### src/rtl/jtag_tap_pkg.sv
// Shared TAP state encoding, instruction codes and the 1149.1 next-state function.
package jtag_tap_pkg;

  typedef logic [3:0] tap_state_t;

  localparam tap_state_t TLR    = 4'hF;
  localparam tap_state_t RTI    = 4'hC;
  localparam tap_state_t SEL_DR = 4'h7;
  localparam tap_state_t CAP_DR = 4'h6;
  localparam tap_state_t SH_DR  = 4'h2;
  localparam tap_state_t EX1_DR = 4'h1;
  localparam tap_state_t PA_DR  = 4'h3;
  localparam tap_state_t EX2_DR = 4'h0;
  localparam tap_state_t UPD_DR = 4'h5;
  localparam tap_state_t SEL_IR = 4'h4;
  localparam tap_state_t CAP_IR = 4'hE;
  localparam tap_state_t SH_IR  = 4'hA;
  localparam tap_state_t EX1_IR = 4'h9;
  localparam tap_state_t PA_IR  = 4'hB;
  localparam tap_state_t EX2_IR = 4'h8;
  localparam tap_state_t UPD_IR = 4'hD;

  localparam int unsigned INSTR_IDCODE = 32'h1;
  localparam int unsigned INSTR_USER   = 32'h2;
  localparam logic [31:0] INSTR_BYPASS = 32'hFFFF_FFFF;

  function automatic tap_state_t next_tap_state(input tap_state_t s, input logic tms);
    tap_state_t n;
    case (s)
      TLR:     n = tms ? TLR    : RTI;
      RTI:     n = tms ? SEL_DR : RTI;
      SEL_DR:  n = tms ? SEL_IR : CAP_DR;
      CAP_DR:  n = tms ? EX1_DR : SH_DR;
      SH_DR:   n = tms ? EX1_DR : SH_DR;
      EX1_DR:  n = tms ? UPD_DR : PA_DR;
      PA_DR:   n = tms ? EX2_DR : PA_DR;
      EX2_DR:  n = tms ? UPD_DR : SH_DR;
      UPD_DR:  n = tms ? SEL_DR : RTI;
      SEL_IR:  n = tms ? TLR    : CAP_IR;
      CAP_IR:  n = tms ? EX1_IR : SH_IR;
      SH_IR:   n = tms ? EX1_IR : SH_IR;
      EX1_IR:  n = tms ? UPD_IR : PA_IR;
      PA_IR:   n = tms ? EX2_IR : PA_IR;
      EX2_IR:  n = tms ? UPD_IR : SH_IR;
      UPD_IR:  n = tms ? SEL_DR : RTI;
      default: n = TLR;
    endcase
    return n;
  endfunction

endpackage

### src/rtl/jtag_tap_responder_if.sv
// JTAG pin bundle between the vector player (master) and the TAP responder (slave).
interface jtag_tap_responder_if;
  logic tck;
  logic tms;
  logic tdi;
  logic tdo;
  logic tdo_oe;

  modport master (output tck, output tms, output tdi, input tdo, input tdo_oe);
  modport slave  (input tck, input tms, input tdi, output tdo, output tdo_oe);
endinterface

### src/rtl/jtag_tap_fsm.sv
// 16-state TAP controller; advances only on the synchronized tck rise strobe.
module jtag_tap_fsm
  import jtag_tap_pkg::*;
(
  input  logic       clk,
  input  logic       rst_n,
  input  logic       tck_rise,
  input  logic       tms,
  output tap_state_t state_q,
  output tap_state_t state_next_c
);

  tap_state_t state_d;

  always_comb begin
    state_next_c = next_tap_state(state_q, tms);
    state_d      = state_q;
    if (tck_rise) state_d = state_next_c;
  end

  always_ff @(posedge clk or negedge rst_n) begin
    if (!rst_n) state_q <= TLR;
    else        state_q <= state_d;
  end

endmodule

### src/rtl/jtag_tap_responder.sv
// Loopback JTAG target: oversampled pins, IR/BYPASS/IDCODE/USER registers, tdo on tck fall.
// Optional JTAG_TAP_EDGE_CNT_EN adds a 16-bit detected-tck-rise counter output.
module jtag_tap_responder
  import jtag_tap_pkg::*;
#(
  parameter int unsigned IR_WIDTH      = 4,
  parameter logic [31:0] IDCODE_VALUE  = 32'h1DE10001,
  parameter int unsigned USER_DR_WIDTH = 32,
  parameter int unsigned SYNC_STAGES   = 2
) (
  input  logic                     clk,
  input  logic                     rst_n,
  jtag_tap_responder_if.slave      jtag,
  output logic [3:0]               tap_state,
  output logic [IR_WIDTH-1:0]      ir_value,
  input  logic [USER_DR_WIDTH-1:0] user_dr_in,
  output logic [USER_DR_WIDTH-1:0] user_dr_out,
  output logic                     user_update
`ifdef JTAG_TAP_EDGE_CNT_EN
  , output logic [15:0]            tck_rise_count
`endif
);

  logic [SYNC_STAGES-1:0]   tck_sync_q, tck_sync_d;
  logic [SYNC_STAGES-1:0]   tms_sync_q, tms_sync_d;
  logic [SYNC_STAGES-1:0]   tdi_sync_q, tdi_sync_d;
  logic                     tck_prev_q, tck_prev_d;
  logic [IR_WIDTH-1:0]      ir_sr_q, ir_sr_d;
  logic [IR_WIDTH-1:0]      ir_value_q, ir_value_d;
  logic                     bypass_q, bypass_d;
  logic [31:0]              idcode_sr_q, idcode_sr_d;
  logic [USER_DR_WIDTH-1:0] user_sr_q, user_sr_d;
  logic [USER_DR_WIDTH-1:0] user_dr_out_q, user_dr_out_d;
  logic                     user_update_q, user_update_d;
  logic                     tdo_q, tdo_d;
  logic                     tdo_oe_q, tdo_oe_d;

  logic       tck_s_c, tms_s_c, tdi_s_c;
  logic       tck_rise_c, tck_fall_c;
  logic       sel_idcode_c, sel_user_c, dr_lsb_c;
  tap_state_t state_c, state_next_c;

  jtag_tap_fsm u_fsm (
    .clk          (clk),
    .rst_n        (rst_n),
    .tck_rise     (tck_rise_c),
    .tms          (tms_s_c),
    .state_q      (state_c),
    .state_next_c (state_next_c)
  );

  // tms/tdi are read from the same stage as tck so they stay aligned with the edge.
  assign tck_s_c      = tck_sync_q[SYNC_STAGES-1];
  assign tms_s_c      = tms_sync_q[SYNC_STAGES-1];
  assign tdi_s_c      = tdi_sync_q[SYNC_STAGES-1];
  assign tck_rise_c   = tck_s_c & ~tck_prev_q;
  assign tck_fall_c   = ~tck_s_c & tck_prev_q;
  assign sel_idcode_c = (ir_value_q == IR_WIDTH'(INSTR_IDCODE));
  assign sel_user_c   = (ir_value_q == IR_WIDTH'(INSTR_USER));
  assign dr_lsb_c     = sel_idcode_c ? idcode_sr_q[0] : (sel_user_c ? user_sr_q[0] : bypass_q);

  always_comb begin
    tck_sync_d    = {tck_sync_q[SYNC_STAGES-2:0], jtag.tck};
    tms_sync_d    = {tms_sync_q[SYNC_STAGES-2:0], jtag.tms};
    tdi_sync_d    = {tdi_sync_q[SYNC_STAGES-2:0], jtag.tdi};
    tck_prev_d    = tck_s_c;
    ir_sr_d       = ir_sr_q;
    ir_value_d    = ir_value_q;
    bypass_d      = bypass_q;
    idcode_sr_d   = idcode_sr_q;
    user_sr_d     = user_sr_q;
    user_dr_out_d = user_dr_out_q;
    user_update_d = 1'b0;
    tdo_d         = tdo_q;
    tdo_oe_d      = tdo_oe_q;

    if (tck_rise_c) begin
      case (state_c)
        CAP_IR: ir_sr_d = IR_WIDTH'(2'b01);
        SH_IR:  ir_sr_d = {tdi_s_c, ir_sr_q[IR_WIDTH-1:1]};
        UPD_IR: ir_value_d = ir_sr_q;
        CAP_DR: begin
          if (sel_idcode_c)    idcode_sr_d = IDCODE_VALUE;
          else if (sel_user_c) user_sr_d   = user_dr_in;
          else                 bypass_d    = 1'b0;
        end
        SH_DR: begin
          if (sel_idcode_c)    idcode_sr_d = {tdi_s_c, idcode_sr_q[31:1]};
          else if (sel_user_c) user_sr_d   = {tdi_s_c, user_sr_q[USER_DR_WIDTH-1:1]};
          else                 bypass_d    = tdi_s_c;
        end
        UPD_DR: begin
          if (sel_user_c) begin
            user_dr_out_d = user_sr_q;
            user_update_d = 1'b1;
          end
        end
        default: ;
      endcase
      if (state_next_c == TLR) ir_value_d = IR_WIDTH'(INSTR_IDCODE);
    end

    // tdo changes on the falling edge so the initiator samples it stable on the next rise.
    if (tck_fall_c) begin
      if (state_c == SH_IR) begin
        tdo_d    = ir_sr_q[0];
        tdo_oe_d = 1'b1;
      end else if (state_c == SH_DR) begin
        tdo_d    = dr_lsb_c;
        tdo_oe_d = 1'b1;
      end else begin
        tdo_oe_d = 1'b0;
      end
    end
  end

  always_ff @(posedge clk or negedge rst_n) begin
    if (!rst_n) begin
      tck_sync_q    <= '0;
      tms_sync_q    <= '0;
      tdi_sync_q    <= '0;
      tck_prev_q    <= 1'b0;
      ir_sr_q       <= '0;
      ir_value_q    <= IR_WIDTH'(INSTR_IDCODE);
      bypass_q      <= 1'b0;
      idcode_sr_q   <= '0;
      user_sr_q     <= '0;
      user_dr_out_q <= '0;
      user_update_q <= 1'b0;
      tdo_q         <= 1'b0;
      tdo_oe_q      <= 1'b0;
    end else begin
      tck_sync_q    <= tck_sync_d;
      tms_sync_q    <= tms_sync_d;
      tdi_sync_q    <= tdi_sync_d;
      tck_prev_q    <= tck_prev_d;
      ir_sr_q       <= ir_sr_d;
      ir_value_q    <= ir_value_d;
      bypass_q      <= bypass_d;
      idcode_sr_q   <= idcode_sr_d;
      user_sr_q     <= user_sr_d;
      user_dr_out_q <= user_dr_out_d;
      user_update_q <= user_update_d;
      tdo_q         <= tdo_d;
      tdo_oe_q      <= tdo_oe_d;
    end
  end

`ifdef JTAG_TAP_EDGE_CNT_EN
  logic [15:0] rise_cnt_q, rise_cnt_d;

  // Cleared only on a transition into TLR; rises while parked in TLR still count.
  always_comb begin
    rise_cnt_d = rise_cnt_q;
    if (tck_rise_c) begin
      if (state_next_c == TLR && state_c != TLR) rise_cnt_d = 16'd0;
      else                                       rise_cnt_d = rise_cnt_q + 16'd1;
    end
  end

  always_ff @(posedge clk or negedge rst_n) begin
    if (!rst_n) rise_cnt_q <= 16'd0;
    else        rise_cnt_q <= rise_cnt_d;
  end

  assign tck_rise_count = rise_cnt_q;
`endif

  assign tap_state   = state_c;
  assign ir_value    = ir_value_q;
  assign user_dr_out = user_dr_out_q;
  assign user_update = user_update_q;
  assign jtag.tdo    = tdo_q;
  assign jtag.tdo_oe = tdo_oe_q;

endmodule

### src/flat_wrapper.sv
// flat-port wrapper written by rule: the top's interface ports become plain ports
module jtag_tap_responder_flat import jtag_tap_pkg::*;
#(
  parameter int unsigned IR_WIDTH      = 4,
  parameter logic [31:0] IDCODE_VALUE  = 32'h1DE10001,
  parameter int unsigned USER_DR_WIDTH = 32,
  parameter int unsigned SYNC_STAGES   = 2
)
  (clk, rst_n, tap_state, ir_value, user_dr_in, user_dr_out, user_update, jtag_tck, jtag_tms, jtag_tdi, jtag_tdo, jtag_tdo_oe);
  jtag_tap_responder_if jtag_i ();
  input  logic clk;
  input  logic rst_n;
  output logic [3:0] tap_state;
  output logic [IR_WIDTH-1:0] ir_value;
  input  logic [USER_DR_WIDTH-1:0] user_dr_in;
  output logic [USER_DR_WIDTH-1:0] user_dr_out;
  output logic user_update;
  input wire logic [$bits(jtag_i.tck)-1:0] jtag_tck;
  input wire logic [$bits(jtag_i.tms)-1:0] jtag_tms;
  input wire logic [$bits(jtag_i.tdi)-1:0] jtag_tdi;
  output wire logic [$bits(jtag_i.tdo)-1:0] jtag_tdo;
  output wire logic [$bits(jtag_i.tdo_oe)-1:0] jtag_tdo_oe;
  assign jtag_i.tck = jtag_tck;
  assign jtag_i.tms = jtag_tms;
  assign jtag_i.tdi = jtag_tdi;
  assign jtag_tdo = jtag_i.tdo;
  assign jtag_tdo_oe = jtag_i.tdo_oe;
  jtag_tap_responder #(.IR_WIDTH(IR_WIDTH), .IDCODE_VALUE(IDCODE_VALUE), .USER_DR_WIDTH(USER_DR_WIDTH), .SYNC_STAGES(SYNC_STAGES)) u_core (.clk(clk), .rst_n(rst_n), .jtag(jtag_i), .tap_state(tap_state), .ir_value(ir_value), .user_dr_in(user_dr_in), .user_dr_out(user_dr_out), .user_update(user_update));
endmodule
### config.mk
export PLATFORM = sky130hd
export DESIGN_NAME = jtag_tap_responder_flat
export DESIGN_NICKNAME = d
export VERILOG_FILES = /design/src/rtl/jtag_tap_pkg.sv /design/src/rtl/jtag_tap_responder_if.sv /design/src/rtl/jtag_tap_fsm.sv /design/src/rtl/jtag_tap_responder.sv /design/src/flat_wrapper.sv
export SDC_FILE = /design/constraint.sdc
export NUM_CORES = 1
export LEC_CHECK = 0
export CORE_ASPECT_RATIO = 1.75
export CORE_MARGIN = 2
export CORE_UTILIZATION = 50
export CTS_CLUSTER_SIZE = 25
export DETAILED_ROUTE_END_ITERATION = 10
export PLACE_DENSITY = 0.81
export SLEW_MARGIN = 30
export SYNTH_ARGS = -nofsm -noshare
export SYNTH_HDL_FRONTEND = slang
export SYNTH_HIERARCHICAL = 1
export SYNTH_SLANG_ARGS = --single-unit
### constraint.sdc
create_clock -name clk -period 3.6 [get_ports clk]
set_input_delay 0.72 -clock clk [delete_from_list [all_inputs] [get_ports clk]]
set_output_delay 0.72 -clock clk [all_outputs]
set_load 0.02 [all_outputs]
## Yosys cells after proc, flatten, opt, wreduce, memory -nomap -nowiden

Cells that the tools add are included.

- Reductions and logical operators: 15
- Bitwise logic cells: 4
- Multiplexer cells: 38
- Equal/unequal tests: 26

Operator list:

| operator | count |
|---|---|
| 32-bit two-way mux | 6 |
| 32-bit one-hot mux with 2 select lines | 2 |
| 4-bit one-hot mux with 12 select lines | 1 |
| 4-bit equality test (second input constant) | 9 |
| 4-bit by 3-bit equality test with 1-bit output (second input constant) | 4 |
| 1-bit two-way mux | 14 |
| 4-bit by 2-bit equality test with 1-bit output (second input constant) | 3 |
| 2-bit two-way mux | 6 |
| 3-bit two-way mux | 4 |
| 4-bit two-way mux | 3 |
| 6-bit AND reduction | 2 |
| 4-bit by 1-bit equality test with 1-bit output (second input constant) | 2 |
| 2-bit by 1-bit != test with 1-bit output (second input constant) | 4 |
| 2-bit != test (second input constant) | 4 |
| 4-bit one-hot mux with 2 select lines | 1 |
| 2-bit nonzero test | 4 |
| 2-bit AND reduction | 3 |
| 4-bit zero test | 1 |
| 4-bit AND reduction | 1 |
| 2-bit OR reduction | 2 |
| 3-bit AND reduction | 1 |
| 3-bit OR reduction | 1 |
| 1-bit bitwise AND | 2 |
| 1-bit NOT | 2 |
| 1-bit one-hot mux with 2 select lines | 1 |

- Flip-flop bits (word level): 119
- Output and inout bits: 43
- Input port bits: 37
- Word-level logic and storage cells: 97

## Longest topological paths before layout

- Depth after elaboration: 6
- Depth in mapped cells: 8
- Depth with buffers taken out: 7

## By module

Netlist, hierarchy kept.

By module, submodules not included:

| module | area an instance (µm²) | cells each | times used | seq. area each (µm²) |
|---|---|---|---|---|
| jtag_tap_responder | 4674.5 | 451 | 1 | 2879.0 |
| jtag_tap_fsm | 317.8 | 39 | 1 | 105.1 |

## Worst setup path before layout

No wires, ideal clock.

- Path kind: register to register
- From: register u_core.ir_value_q[3] (netlist: u_core/ir_value[3])
- To: register u_core.user_sr_q[0]
- Arrival time: 1.862 ns
- Period minus slack after synthesis: 1.992 ns
- Buffers on the path: 1
- Cell stages (with the launch flop): 5
- Data required time: 3.470 ns
- Setup slack: 1.608 ns
- Cells stage by stage: dfrtp_1 or4b_1 nor4_4 buf_2 a31oi_1

- Word-level cells in the longest chain between the ends: 3

Ends and longest elaborated chain:

| element | RTL line | RTL |
|---|---|---|
| start: declaration | jtag_tap_responder.sv:29 | `logic [IR_WIDTH-1:0] ir_value_q, ir_value_d;` |
| start signal: assignment | jtag_tap_responder.sv:124 | `ir_value_q <= IR_WIDTH'(INSTR_IDCODE);` |
| start signal: assignment | jtag_tap_responder.sv:138 | `ir_value_q <= ir_value_d;` |
| 4-bit by 1-bit equality test with 1-bit output / 4-bit by 2-bit equality test with 1-bit output (equally long branches) | jtag_tap_responder.sv:58, jtag_tap_responder.sv:59 |  |
| 2-bit != test (no line) / 2-bit by 1-bit != test with 1-bit output (equally long branches) | - |  |
| 6-bit AND reduction (no line) * | - |  |
| end signal: assignment | jtag_tap_responder.sv:141 | `user_sr_q <= user_sr_d;` |
| end: declaration | jtag_tap_responder.sv:32 | `logic [USER_DR_WIDTH-1:0] user_sr_q, user_sr_d;` |

Mark *: on every way between the ends. The rest lies on a longest branch, timed or not.
A chain may end at the register's enable or synchronous reset.

## Worst setup path in the final report

- From: register u_core.u_fsm.state_q[2]
- To: output tap_state[2]

RTL lines:

| element | RTL line | RTL |
|---|---|---|
| start: declaration | jtag_tap_fsm.sv:9 | `output tap_state_t state_q,` |
| start signal: assignment | jtag_tap_fsm.sv:23 | `else state_q <= state_d;` |
| end: declaration | flat_wrapper.sv:13 | `output logic [3:0] tap_state;` |

No word-level cell between the ends.

==> results_dict.tcl <==
set metrics [dict create \
    dp.final_hpwl_mm 7.66 \
    fp.coreArea_sq_um 9790 \
    ioPinCount 80 \
    ys_seq_area_frac 0.598 \
    worstPathCellList "clkdlybuf4s50_1" \
    grt_use_met2 0.405 \
    cts_tree "built" \
    maxCapViolCount 0 \
    period_needed_ns 2.52 \
    cts_setup_buffers 0 \
    synthToLayoutAreaGrowth_pct 29.6 \
    async_reset_ff_frac 1.00 \
    grt_pass1_wl_mm 19.0 \
    h-tree-depth 4 \
    antenna_found_initial 0 \
    crit_cells 1 \
    drt_wl_total_mm 12.0 \
    powerDensity_nw_per_um2 584 \
    ctsHoldBuffers 0 \
    synth-main-ff-cell "dfrtp_1" \
    synth_fp_nets 527 \
    use_met1 0.257 \
    die_x_um 79.5 \
    clock_skew_ns 0.00878 \
    num_vias 3919 \
    synth_compound_area_frac 0.0947 \
    crit_arrival_ns 1.80 \
    syn-mean-instance-area_sq_um 10.2 \
    startpoint "u_core/u_fsm/state_q[2]" \
    dr.pass1.iters 4 \
    cts_sinks 119 \
    ctsLongestPathBuffers 2 \
    cts-resized-gates 0 \
    fin_crit_sh 0.700 \
    grt_use_total 0.230 \
    synth-edff-count 0 \
    mostFrequentLayoutCell "nand2_1" \
    hold_class "in2async" \
    rows 48 \
    setup_ws_ns 1.08 \
    insertion_delay_ns 0.41 \
    tightest_slew_ns 0.965 \
    max_freq_mhz 397 \
    synth.area.mux_share 0.0767 \
    synth_adder_area_share 0 \
    synth-simple-area-share 0.194 \
    synth_xor_area_frac 0.00175 \
    pre_cts_ws_ns 1.18 \
    p_leak_nw 3.00 \
    grt_pass1_vias 4061 \
    drc 0 \
    rsz0062_at_grt "false" \
    clk_pin_slew_ns 0.05 \
    synth.yosys.warnings 6 \
    slowest_stage "dfstp_2" \
    clock_tree.root_cell "clkbuf_16" \
    synth_cell_type_count 43 \
    via_per_inst 5.55 \
    r2r-start "u_core/ir_value[3]" \
    grt_start_max_net_pins 55 \
    worst-path-max-fanout 19 \
    wl_per_cell_um 16.9 \
    slowest_delay_ns 0.72 \
    report.power.total_w 0.00378 \
    end_kind "output pin" \
    gr-max-usage-layer "met2" \
    diodes 0 \
    path_buf_inv 1 \
    required_ns 2.88 \
    grt_use_met3 0.0425 \
    layout-drive-gt1-share 0.146 \
    synthCells 490 \
    ys_top_cells_by_area "dfrtp_1 (57%), nand2_1 (11%), mux2_2 (7.7%)" \
    numCtsBuffers 17 \
    yosysTopAreaCellShare 0.571 \
    gp_congestion 0.849 \
    synth.largest_area_cell "dfrtp_1" \
    dr.first_iter.drc_count 248 \
    fin_setup_tns_ns 0 \
    synth_area_sq_um 4990 \
    fin_nets 607 \
    start_util 0.510 \
    critPathLaunchType "register" \
    final_cell_mix "nand2_1 (143), dfrtp_1 (114), clkdlybuf4s50_1 (78)" \
    die_h_um 136 \
    maxSlewHeadroom 0.352 \
    finalSetupViolations 0 \
    synth-seq-cells 119 \
    synth_top_family_by_area "simple AND/OR/NAND/NOR gates" \
    crit_type "reg2out" \
    final-max-slew-violation-count 0 \
    path_delay_family "flip-flops" \
    globalRouteOverflowTotal 0 \
    portBuffers 79 \
    final-hold-violation-count 0 \
    status "completed" \
    ant_nets 0 \
    r2r_cells 5 \
    fp.dieArea_sq_um 10800 \
    ir_drop_uv 417 \
]
## power breakdown
part | total [W] | internal (W) | switching, W
combinational | 0.000523 | 0.000235 | 0.000288
sequential | 0.00160 | 0.00146 | 0.000143
clock | 0.00166 | 0.00109 | 0.000564
total | 0.00378 | 0.00279 | 0.000995
## worst paths after layout
kind / slack, ns / endpoint
worst max-delay path: 1.08 / tap_state[2]
worst max register to register: 1.10 / u_core/user_sr_q[12]
worst min-delay path: 0.30 / u_core/user_sr_q[26]
max in group asynchronous: 2.49 / u_core/u_fsm/state_q[2]
min in group clk: 0.36 / u_core/tck_sync_q[1]
worst min register to register: 0.36 / u_core/tck_sync_q[1]
## cell families (layout without fill, tap and decap cells)
| logic type | Yosys count | after routing |
|---|---|---|
| and+or+nand+nor | 225 | 225 |
| DFF | 119 | 119 |
| AOI/OAI and AO/OA | 74 | 74 |
| buffers and inverters | 37 | 128 |
| muxes | 34 | 34 |
| xor gates and xnor gates | 1 | 1 |
## synth_stat cells, drive strengths merged, types with 2 or more instances
library cell and n:
nand2 143, dfrtp 114, nor2 37, mux2 34, a31oi 32, nand3 25, o21ai 22, clkbuf 17
buf 12, inv 8, dfstp 5, nand2b 5, a21oi 4, a22o 3, a2111oi 2, a21boi 2
nor3 2, or4b 2
## stage by stage
stage	hold WS [ns]	cell area [sq um]	std cells	utilization
after floorplan	0.331	4990	490	-
after global placement	0.334	5890	676	0.602
after detailed placement	0.342	5890	676	0.602
after CTS	0.311	6470	706	0.661
after global routing	0.349	6470	706	0.661
final	0.302	6470	706	0.661
## routing by layer
metal	part of all wire	vias to the layer above	wire length [um]
met5	0	-	0
met4	0.025	0	301
met3	0.038	26	460
met2	0.55	103	6600
met1	0.38	1972	4600
li1	-	1818	-
## sequential cells by signal (all words and copies together), names as in the netlist
| register | count |
|---|---|
| u_core/tck_prev_q | 1 |
| u_core/tms_sync_q | 2 |
| u_core/user_update | 1 |
| u_core/bypass_q | 1 |
| u_core/user_sr_q | 32 |
| u_core/tdi_sync_q | 2 |
| u_core/idcode_sr_q | 32 |
| u_core/jtag.tdo_oe | 1 |
| u_core/user_dr_out | 32 |
| u_core/ir_sr_q | 4 |
| u_core/ir_value | 4 |
| u_core/tck_sync_q | 2 |
| u_core/jtag.tdo | 1 |
| u_core/u_fsm/state_q | 4 |
## cell type report
class | instances | area (sq um)
multi-input combinational | 334 | 1840
inverter | 8 | 30.0
timing repair buffer | 90 | 883
tap | 125 | 156
clock inverter | 9 | 128
sequential | 119 | 2980
clock buffer | 21 | 450
fill | 739 | 3320
Note: power is estimated with default switching activity, not from simulation.
